[src/rtl/keypad_conditioner.sv]
// Keypad input conditioner: synchronises, debounces and validates the ten raw
// oven key lines, producing a clean zero-or-one-hot keypad bus with event pulses.
module keypad_conditioner #(
   parameter int DEBOUNCE_CYCLES = 16,
   parameter int CNT_WIDTH       = 8
) (
   input  logic       clock,
   input  logic       reset,
   input  logic [9:0] raw_keys,
   input  logic       lock,
   output logic [9:0] keypad,
   output logic       key_valid,
   output logic       multi_key
);

   typedef enum logic [1:0] {
      IDLE,
      DEBOUNCE,
      PRESSED,
      RELEASE_WAIT
   } state_t;

   localparam logic [CNT_WIDTH-1:0] LAST_COUNT = CNT_WIDTH'(DEBOUNCE_CYCLES - 1);
   localparam logic [CNT_WIDTH-1:0] ONE        = CNT_WIDTH'(1);

   state_t               r_state;
   logic [9:0]           r_sync1;
   logic [9:0]           r_sync2;
   logic [CNT_WIDTH-1:0] r_count;
   logic [9:0]           r_candidate;
   logic [9:0]           r_keypad;
   logic                 r_keyValid;
   logic                 r_multiKey;
   logic                 r_multiSeen;

   logic [9:0]           w_sync;
   logic                 w_anyKey;
   logic                 w_oneHot;
   logic                 w_multi;

   // Clearing the lowest set bit leaves zero only for a single-bit pattern.
   assign w_sync   = r_sync2;
   assign w_anyKey = (w_sync != 10'd0);
   assign w_oneHot = w_anyKey && ((w_sync & (w_sync - 10'd1)) == 10'd0);
   assign w_multi  = w_anyKey && !w_oneHot;

   assign keypad    = r_keypad;
   assign key_valid = r_keyValid;
   assign multi_key = r_multiKey;

   always_ff @(posedge clock) begin
      if (reset) begin
         r_state     <= IDLE;
         r_sync1     <= '0;
         r_sync2     <= '0;
         r_count     <= '0;
         r_candidate <= '0;
         r_keypad    <= '0;
         r_keyValid  <= 1'b0;
         r_multiKey  <= 1'b0;
         r_multiSeen <= 1'b0;
      end else begin
         r_sync1    <= raw_keys;
         r_sync2    <= r_sync1;
         r_keyValid <= 1'b0;
         r_multiKey <= 1'b0;

         // The multi-key report re-arms only once every line has gone quiet.
         if (!w_anyKey) begin
            r_multiSeen <= 1'b0;
         end

         case (r_state)
            IDLE: begin
               r_keypad <= '0;
               if (!lock) begin
                  if (w_oneHot) begin
                     r_candidate <= w_sync;
                     r_count     <= '0;
                     r_state     <= DEBOUNCE;
                  end else if (w_multi && !r_multiSeen) begin
                     r_multiKey  <= 1'b1;
                     r_multiSeen <= 1'b1;
                  end
               end
            end

            DEBOUNCE: begin
               if ((w_sync != r_candidate) || lock) begin
                  r_count <= '0;
                  r_state <= IDLE;
               end else if (r_count == LAST_COUNT) begin
                  r_keypad   <= r_candidate;
                  r_keyValid <= 1'b1;
                  r_state    <= PRESSED;
               end else begin
                  r_count <= r_count + ONE;
               end
            end

            // Lock is deliberately ignored from here on so a held key is never cut short.
            PRESSED: begin
               if (w_sync != r_candidate) begin
                  r_count <= '0;
                  r_state <= RELEASE_WAIT;
               end
            end

            RELEASE_WAIT: begin
               if (w_anyKey) begin
                  r_count <= '0;
               end else if (r_count == LAST_COUNT) begin
                  r_keypad    <= '0;
                  r_candidate <= '0;
                  r_count     <= '0;
                  r_state     <= IDLE;
               end else begin
                  r_count <= r_count + ONE;
               end
            end

            default: begin
               r_state <= IDLE;
            end
         endcase
      end
   end

endmodule
[config.mk]
export PLATFORM = sky130hd
export DESIGN_NAME = keypad_conditioner
export DESIGN_NICKNAME = d
export VERILOG_FILES = /design/src/rtl/keypad_conditioner.sv
export SDC_FILE = /design/constraint.sdc
export NUM_CORES = 1
export LEC_CHECK = 0
export BUFFER_PORTS_ARGS = -buffer_cell sky130_fd_sc_hd__buf_2
export CORE_ASPECT_RATIO = 2
export CORE_MARGIN = 5
export CORE_UTILIZATION = 55
export DETAILED_ROUTE_END_ITERATION = 6
export PLACE_DENSITY = 0.76
export REMOVE_ABC_BUFFERS = 1
export SYNTH_ARGS = -nofsm -noshare
export SYNTH_HDL_FRONTEND = slang
export SYNTH_SLANG_ARGS = --single-unit
export TNS_END_PERCENT = 1
[constraint.sdc]
create_clock -name clock -period 3.3 [get_ports clock]
set_input_delay 0.165 -clock clock [delete_from_list [all_inputs] [get_ports clock]]
set_output_delay 0.165 -clock clock [all_outputs]
set_load 0.01 [all_outputs]
==> results of run 1 <==
[worst paths after layout]
path,end,slack [ps],depth (start not counted)
hold / removal,r_sync1[6]$_SDFF_PP0_,70,2
hold reg to reg,multi_key$_SDFF_PP0_,430,1
setup / recovery,r_candidate[7]$_SDFFE_PP0P_,620,6
setup reg to reg,r_candidate[7]$_SDFFE_PP0P_,620,6
[sequential cells by signal (all words and copies together) (netlist names), named ones only]
signal and cells:
r_count 8, r_multiSeen 1, r_candidate 10, r_state 1, r_sync1 10, keypad 10
r_sync2 10, key_valid 1, multi_key 1
[cell type report]
cell class / count / share of cell area [%]
clock buffer: 7 / 3.50
sequential: 53 / 43.0
tap: 51 / 2.58
multi-input combinational: 158 / 43.5
timing repair buffer: 27 / 5.78
clock inverter: 1 / 1.22
inverter: 3 / 0.456
[kinds of logic (layout without fill, tap and decap cells)]
kind of cell / Yosys count / in the layout / synth area share [%]
mux: 11 / 11 / 5.02
simple gates: 88 / 88 / 23.1
xor+xnor: 11 / 11 / 4.39
flops: 53 / 53 / 48.4
buf+inv: 13 / 38 / 2.62
compound gates: 46 / 46 / 15.5
fa+ha+maj: 2 / 2 / 1.03
[per-layer routing]
| layer | part of all wire, % | vias up |
|---|---|---|
| li1 | - | 848 |
| met2 | 57 | 34 |
| met3 | 3.7 | 12 |
| met4 | 3.0 | 0 |
| met5 | 0 | - |
| met1 | 37 | 811 |
[placed cells by master, fill, tap and decap left out, types with 4 or more instances in the layout]
master	count
mux2i_1	11
clkbuf_8	6
buf_2	24
xnor2_1	10
a21oi_1	8
nand2_1	13
o21ai_0	5
nor2b_1	30
nor2_1	16
nor4_1	5
a22o_1	10
or3_1	4
dfxtp_1	53
[power by group]
group          switching [mW]  total, mW  internal [mW]
Combinational          0.0665      0.117         0.0509
Sequential             0.0157      0.673          0.657
Clock                   0.196      0.443          0.247
Total                   0.278       1.23          0.955
[stage by stage]
stage	hold WS (ps)	instance area, µm²	utilization (%)	power, mW
2_1_floorplan	234	2150	-	0.767
3_3_place_gp	373	2350	61.2	0.802
3_5_place_dp	381	2350	61.2	0.806
4_1_cts	61.7	2470	64.3	1.25
5_1_grt	73.6	2470	64.3	1.29
6_report	65.1	2470	64.3	1.23
[critical path, delay by kind of cell (launching register included)]
kind,cells,cell delay [ps]
compound gates,2,470
flops,1,360
mux,1,260
simple gates,3,1480
==> flow_summary.ini, run 1 <==
[worst_setup_path]
cp.required_ps = 3480
end_kind = flop
slowest_stage = or4b_1
crit_type = reg -> reg
cpPeakStageDelay_ps = 840
worst_setup_path_start_kind = flop
startpoint = r_sync2[1]$_SDFF_PP0_
crit-reg2reg-launch = r_sync2[1]$_SDFF_PP0_
path_cells = or4_4 -> o31ai_1 -> o211ai_1 -> or4b_1 -> mux2i_1 -> nor2_1
worst-endpoint-arrival_ps = 2870
crit_fanout = 10

[placed_design]
dp_hpwl_um = 3270
placed_cells = 292
place_congestion = 0.849
post-place-ws_ps = 620
io_buffers = 24

[yosys]
postSynth.asyncResetShare_pct = 0
synth.ff_latch_count = 53
synth_top_cell_by_area = dfxtp_1
synth_edf_count = 0
synth.cell_area_um2 = 2190
syn_area_per_cell_um2 = 9.79
synth_cells = 224
netlist_top_cells_area = dfxtp_1 48%, nor2b_1 8.6%, mux2i_1 5.0%
synth_top_area_share_pct = 48.4
synth-seq-area-share_pct = 48.4
yosysMostFrequentCell = dfxtp_1
synthTopCellsByCount = 53 x dfxtp_1, 30 x nor2b_1, 16 x nor2_1, 13 x nand2_1, 11 x mux2i_1
yosys_most_used_dff = dfxtp_1
yosysUniqueCellTypes = 43
yosys_warnings = 0

[job]
cap_violations = 0

[clocking]
cts_buffer_depth = 2
clk_latency_ps = 300
clk_pin_slew_ps = 90
cts_tree = done
clock_sinks = 53
htreeDepth = 2
postCtsSetupBuffers = 0
ctsResizeCount = 0
hold_buffers = 0
root_buffer = clkbuf_8
cts_buffers = 5

[timing]
post-route-min-period_ps = 2680
period_share_pct = 81.3
slew_viol_final = 0
rsz0062_at_grt = false
setup_viol = 0
hold_viol_final = 0
finalSetupTns_ps = 0
skew_ps = 7.16
finalWorstSetupSlack_ps = 618
maxSlewHeadroom_pct = 22.6
tightestPinTransition_ps = 1160
fmax_mhz = 373

[floorplanning]
fp-row-count = 32
die_y_um = 99.3
start_util_pct = 57.1
die_area_um2 = 5430
fp.coreArea_um2 = 3840
ios = 25
die_w_um = 54.7

[routing]
drc = 0
wirelength_um = 4350
ant_nets = 0
drt_iter0_markers = 50
vias = 1705
drt-wirelength-per-cell_um = 14.5
dr.pass1.iters = 4
drt-vias-per-instance = 5.68

[layout]
multi_input_area_um2 = 1070
instances_no_fill = 300
nNetsFinal = 262
ff_latch_area_um2 = 1060
diodes = 0
layout-drive-gt1-share_pct = 16.1
fill_cells = 357
syn_to_final_growth_pct = 12.6

[grt]
grt_use_met2_pct = 31.6
grt_most_used_layer = met2
grt_max_degree = 40
grt_pass1_wl_um = 7190
gr-total-overflow = 0
use_met3_pct = 4.20
globalRouteTotalUtil_pct = 17.8
antenna_found_initial = 0
grt_util_met1_pct = 17.9
grt_pass1_vias = 1620

[run_status]
status = finished clean

[power_and_ir_drop]
power-per-cell-area_nw_per_um2 = 499
p_leak_nw = 1.04
peakVddDrop_mv = 0.431

[worst_hold_path]
hold_path.class = in -> reg
min_from = raw_keys[6]
Power figures use the tool's default switching activity.
==> run 2: changes to the inputs <==
--- a/config.mk
+++ b/config.mk
@@ -8,9 +8,9 @@
 export BUFFER_PORTS_ARGS = -buffer_cell sky130_fd_sc_hd__buf_2
 export CORE_ASPECT_RATIO = 2
 export CORE_MARGIN = 5
-export CORE_UTILIZATION = 55
+export CORE_UTILIZATION = 51
 export DETAILED_ROUTE_END_ITERATION = 6
-export PLACE_DENSITY = 0.76
+export PLACE_DENSITY = 0.74
 export REMOVE_ABC_BUFFERS = 1
 export SYNTH_ARGS = -nofsm -noshare
 export SYNTH_HDL_FRONTEND = slang
==> constraint.sdc (replaced) <==
create_clock -name clock -period 2.27 [get_ports clock]
set_input_delay 0.1135 -clock clock [delete_from_list [all_inputs] [get_ports clock]]
set_output_delay 0.1135 -clock clock [all_outputs]
set_load 0.01 [all_outputs]
==> run 2 against run 1 <==
  * The run now ends with setup timing left
  * Worst setup slack got worse by 690 ps
  * Sequential share of layout area fell by 2.8 points
  * Utilization fell by 0.32 points
  * Die area rose by 6.7%
  * Sequential power rose by 44%
  * Clock skew barely moved
  * Via count rose by 3.5%
  * Maximum frequency rose by 15%
  * Sequential cell count did not move
  * Global-route usage barely moved
  * Critical path type unchanged
  * Largest cell class unchanged
  * Largest power group unchanged
  * Highest routed layer unchanged
==> flow_summary.ini, run 2 (synthesized netlist as in run 1, its figures left out) <==
[routing]
drt-vias-per-instance = 5.46
drt_iter0_markers = 74
wl_met3_um = 172
drt-wirelength-per-cell_um = 14.6
drc = 0
wirelength_um = 4730
highest_layer = met4
met2_length_um = 2680
dr.pass1.iters = 4
ant_nets = 0
vias = 1764
met1Wirelength_um = 1690

[worst_setup_path]
worst_setup_path_start_kind = flop
cp.required_ps = 2460
crit_fanout = 5
crit_type = reg -> reg
end_kind = flop
worst-endpoint-arrival_ps = 2530
r2r_cells = 8

[floorplanning]
die_w_um = 56.4
fp.coreArea_um2 = 4130
ios = 25
fp-row-count = 33
die_area_um2 = 5790
start_util_pct = 53.1
die_y_um = 103

[power_and_ir_drop]
switchingPower_mw = 0.423
p_int_mw = 1.28
p_leak_nw = 1.14
pwr-share-comb_pct = 14.1
pwr-share-seq_pct = 56.7
swShare_pct = 24.8
clockPowerShare_pct = 29.2
p_total_mw = 1.71
peakVddDrop_mv = 0.657
power-per-cell-area_nw_per_um2 = 647

[placed_design]
place_congestion = 0.865
dp_hpwl_um = 3520
io_buffers = 24

[grt]
antenna_found_initial = 0
grt_pass1_vias = 1740
globalRouteTotalUtil_pct = 17.8
grt_max_degree = 30
gr-total-overflow = 0
grt_pass1_wl_um = 7930

[timing]
hold_viol_final = 0
skew_ps = 6.81
post-route-min-period_ps = 2340
rsz0062_at_grt = true
finalSetupTns_ps = -360
slew_viol_final = 0
tightestPinTransition_ps = 341
finalWorstSetupSlack_ps = -69.0
maxSlewHeadroom_pct = 77.1
setup_viol = 10
period_share_pct = 103
fmax_mhz = 428

[clocking]
htreeDepth = 2
cts_buffers = 5
clk_latency_ps = 300
hold_buffers = 0
clock_sinks = 53
root_buffer = clkbuf_8
cts_tree = done
cts_buffer_depth = 2
clk_pin_slew_ps = 90

[run_status]
status = complete, but fails checks
violations = setup timing

[layout]
layout-drive-gt1-share_pct = 25.1
ff_latch_area_um2 = 1060
syn_to_final_growth_pct = 20.4
layout_commonest_cell = dfxtp_1
multi_input_area_um2 = 1100
diodes = 0
nNetsFinal = 284
fill_cells = 367
layout_common_cells = 53 x dfxtp_1, 30 x nor2b_1, 24 x buf_2

[worst_hold_path]
hold_path.class = in -> reg
min_path_cells = 2

[job]
cap_violations = 0
-- run 2: changes by cell type in the layout (fill, tap and decap cells not counted), sizes merged --
cell / before / now
clkbuf: 7 / 6
buf: 27 / 49
bufinv: 1 / 0
clkinv: 0 / 2
-- run 2: final cells by class --
class | instances | area share (%)
clock buffer | 6 | 2.75
clock inverter | 2 | 0.379
inverter | 3 | 0.427
multi-input combinational | 158 | 41.7
sequential | 53 | 40.2
tap | 52 | 2.46
timing repair buffer | 49 | 12.1
-- run 2: layer usage --
metal  vias up  global-route usage (%)
met5         -                       0
met4         0                    11.0
met3        20                    3.38
met2        42                    34.7
met1       812                    16.5
li1        890                       -
-- run 2: power groups by stage --
| stage | registers [mW] | clock network [mW] | logic, mW |
|---|---|---|---|
| after CTS | 0.969 | 0.520 | 0.231 |
| final | 0.969 | 0.499 | 0.240 |
| after global routing | 0.973 | 0.561 | 0.261 |
| after global placement | 0.990 | 0 | 0.213 |
| after detailed placement | 0.991 | 0 | 0.217 |
| after floorplan | 0.994 | 0 | 0.122 |
-- run 2: critical path, cell delays in order (launching register included) --
cell and delay, ps:
dfxtp_1 320, or4_4 570, buf_6 150, a21oi_2 110, o211ai_1 140, or4b_4 560
buf_6 160, mux2i_1 170, nor2_1 60
-- run 2: stage by stage --
stage	utilization [%]	cells	hold WS (ps)	worst slack (ps)	area, µm²
2_1_floorplan	-	214	183	-207	2150
3_3_place_gp	60.8	314	322	-9.69	2510
3_5_place_dp	60.8	314	330	-40.8	2510
4_1_cts	63.4	323	9.93	-3.59	2620
5_1_grt	63.9	323	13.3	-152	2640
6_report	63.9	323	14.2	-69.0	2640
-- run 2: repair_timing --
item | 4_1_cts | 5_1_grt
cloned | 1 | 0
pin swaps | 2 | 6
setup endpoints to repair | 23 | 28
gates resized for setup | 8 | 5
endpoints found under the hold margin | 0 | 0
setup buffers | 0 | 0
-- run 2: path summary, 6_finish.rpt --
kind	from	to	slack (ps)
worst max register to register	r_sync2[3]$_SDFF_PP0_	r_candidate[1]$_SDFFE_PP0P_	-70
worst max-delay path	r_sync2[3]$_SDFF_PP0_	r_candidate[1]$_SDFFE_PP0P_	-70
worst min-delay path	raw_keys[7]	r_sync1[7]$_SDFF_PP0_	10
worst min register to register	r_multiSeen$_SDFF_PP0_	multi_key$_SDFF_PP0_	430
==> run 3: changes to the inputs <==
--- a/config.mk
+++ b/config.mk
@@ -7,9 +7,9 @@
 export LEC_CHECK = 0
 export BUFFER_PORTS_ARGS = -buffer_cell sky130_fd_sc_hd__buf_2
 export CORE_ASPECT_RATIO = 2
-export CORE_MARGIN = 5
 export CORE_UTILIZATION = 51
 export DETAILED_ROUTE_END_ITERATION = 6
+export GPL_TIMING_DRIVEN = 0
 export PLACE_DENSITY = 0.74
 export REMOVE_ABC_BUFFERS = 1
 export SYNTH_ARGS = -nofsm -noshare
==> run 3 against run 2 <==
  * The run still ends with setup timing left
  * Register-to-register slack worse by 50 ps
  * Sequential cell count stayed put
  * Worst setup slack got worse by 53 ps
  * Clock power increased by 5.2%
  * First-iteration DRC count is 32% lower
  * Critical path type unchanged
  * Largest cell class unchanged
==> flow_summary.ini, run 3 (synthesized netlist as in run 1, its figures left out) <==
[layout]
utilization_pct = 63.4
layout-drive-gt1-share_pct = 22.9
diodes = 0
layout_common_cells = 51 x dfxtp_1, 30 x nor2b_1, 24 x buf_2
instances_no_fill = 305
multi_input_area_um2 = 1180
nNetsFinal = 267
fill_cells = 339
syn_to_final_growth_pct = 18.1
ff_latch_area_um2 = 1070
layout_commonest_cell = dfxtp_1

[clocking]
clk_pin_slew_ps = 80
cts_buffers = 5
clk_latency_ps = 300
htreeDepth = 2
hold_buffers = 0
cts_tree = done
cts_buffer_depth = 2
root_buffer = clkbuf_8
clock_sinks = 53

[timing]
setup_viol = 25
skew_ps = 7.41
post-route-min-period_ps = 2390
rsz0062_at_grt = true
hold_viol_final = 0
maxSlewHeadroom_pct = 48.0
slew_viol_final = 0
tightestPinTransition_ps = 780
fmax_mhz = 418
finalWorstSetupSlack_ps = -122
period_share_pct = 105

[worst_setup_path]
cp.required_ps = 2430
worst-endpoint-arrival_ps = 2550
worst_setup_path_start_kind = flop
crit_fanout = 5
end_kind = flop
crit_type = reg -> reg

[grt]
grt_pass1_vias = 1605
antenna_found_initial = 0
globalRouteTotalUtil_pct = 20.3
grt_max_degree = 41
gr-total-overflow = 0
grt_pass1_wl_um = 7060

[power_and_ir_drop]
power-per-cell-area_nw_per_um2 = 661
switchingPower_mw = 0.424
clockPowerShare_pct = 30.7
p_int_mw = 1.29
swShare_pct = 24.8
peakVddDrop_mv = 0.632
p_leak_nw = 1.08
p_total_mw = 1.71
pwr-share-comb_pct = 12.2
pwr-share-seq_pct = 57.1

[routing]
met1Wirelength_um = 1700
drt_iter0_markers = 50
dr.pass1.iters = 4
wirelength_um = 4330
ant_nets = 0
met2_length_um = 2420
highest_layer = met4
wl_met3_um = 89
drc = 0
drt-wirelength-per-cell_um = 14.2
drt-vias-per-instance = 5.63
vias = 1717

[placed_design]
placed_cells = 291
post-place-ws_ps = -596
dp_hpwl_um = 3010
place_congestion = 0.847
io_buffers = 24

[floorplanning]
die_y_um = 94.7
die_area_um2 = 4580
die_w_um = 48.4
ios = 25
start_util_pct = 53.7
fp.coreArea_um2 = 4090
fp-row-count = 33

[run_status]
status = complete, but fails checks
violations = setup timing

[worst_hold_path]
hold_path.class = in -> reg

[job]
cap_violations = 0
==> run 3: cell count changes in the layout (fill, tap and decap cells not counted), sizes merged <==
cell,previous run,this run
buf,49,31
clkinv,2,0
clkinvlp,0,1
or4b,1,2
==> run 3: power by group through the flow <==
stage                     combinational (mW)  clock, mW  sequential, mW
after floorplan                        0.122          0           0.994
after global placement                 0.165          0           0.998
after detailed placement               0.169          0           0.999
after CTS                              0.195      0.544           0.976
after global routing                   0.225      0.584           0.980
final                                  0.210      0.525           0.977
==> run 3: final timing paths <==
check / endpoint / slack, ps / from / cells after the start
setup / recovery: r_candidate[4]$_SDFFE_PP0P_ / -120 / r_sync2[0]$_SDFF_PP0_ / 6
hold / removal: r_sync1[1]$_SDFF_PP0_ / 20 / raw_keys[1] / 2
setup reg to reg: r_candidate[4]$_SDFFE_PP0P_ / -120 / r_sync2[0]$_SDFF_PP0_ / 6
hold reg to reg: multi_key$_SDFF_PP0_ / 420 / r_multiSeen$_SDFF_PP0_ / 1
==> run 3: repair_timing <==
action                     CTS  global route
gates cloned                 1             0
setup endpoints to repair   27            30
pin swaps                    7            20
resized for setup           13            10
buffers inserted             5             1
==> run 3: worst max-delay path, stage by stage, from the launching register on <==
cell      delay [ps]
dfxtp_2          350
or4_4            590
o31ai_2          190
o211ai_1         230
or4b_4           650
mux2i_1          190
nor2_1            50
==> run 3: area by class of cell <==
type	count	share of cell area, %
Tap cell	52	2.51
Clock inverter	1	0.290
Sequential cell	53	41.2
Inverter	3	0.435
Clock buffer	6	3.19
Multi-Input combinational cell	159	45.6
Timing Repair Buffer	31	6.81
==> run 3: metrics by stage <==
step / cell area [µm²] / setup TNS (ps) / hold WS, ps
after floorplan: 2150 / -3790 / 183
after global placement: 2330 / -13890 / 319
after detailed placement: 2350 / -11740 / 331
after CTS: 2540 / -2140 / 16.5
after global routing: 2590 / -3500 / 14.1
final: 2590 / -1500 / 20.1
==> run 3: per-layer routing <==
metal  vias up  GRT usage [%]
li1        862              -
met1       813           18.3
met2        33           40.6
met3         9           4.19
met4         0           11.8
met5         -              0
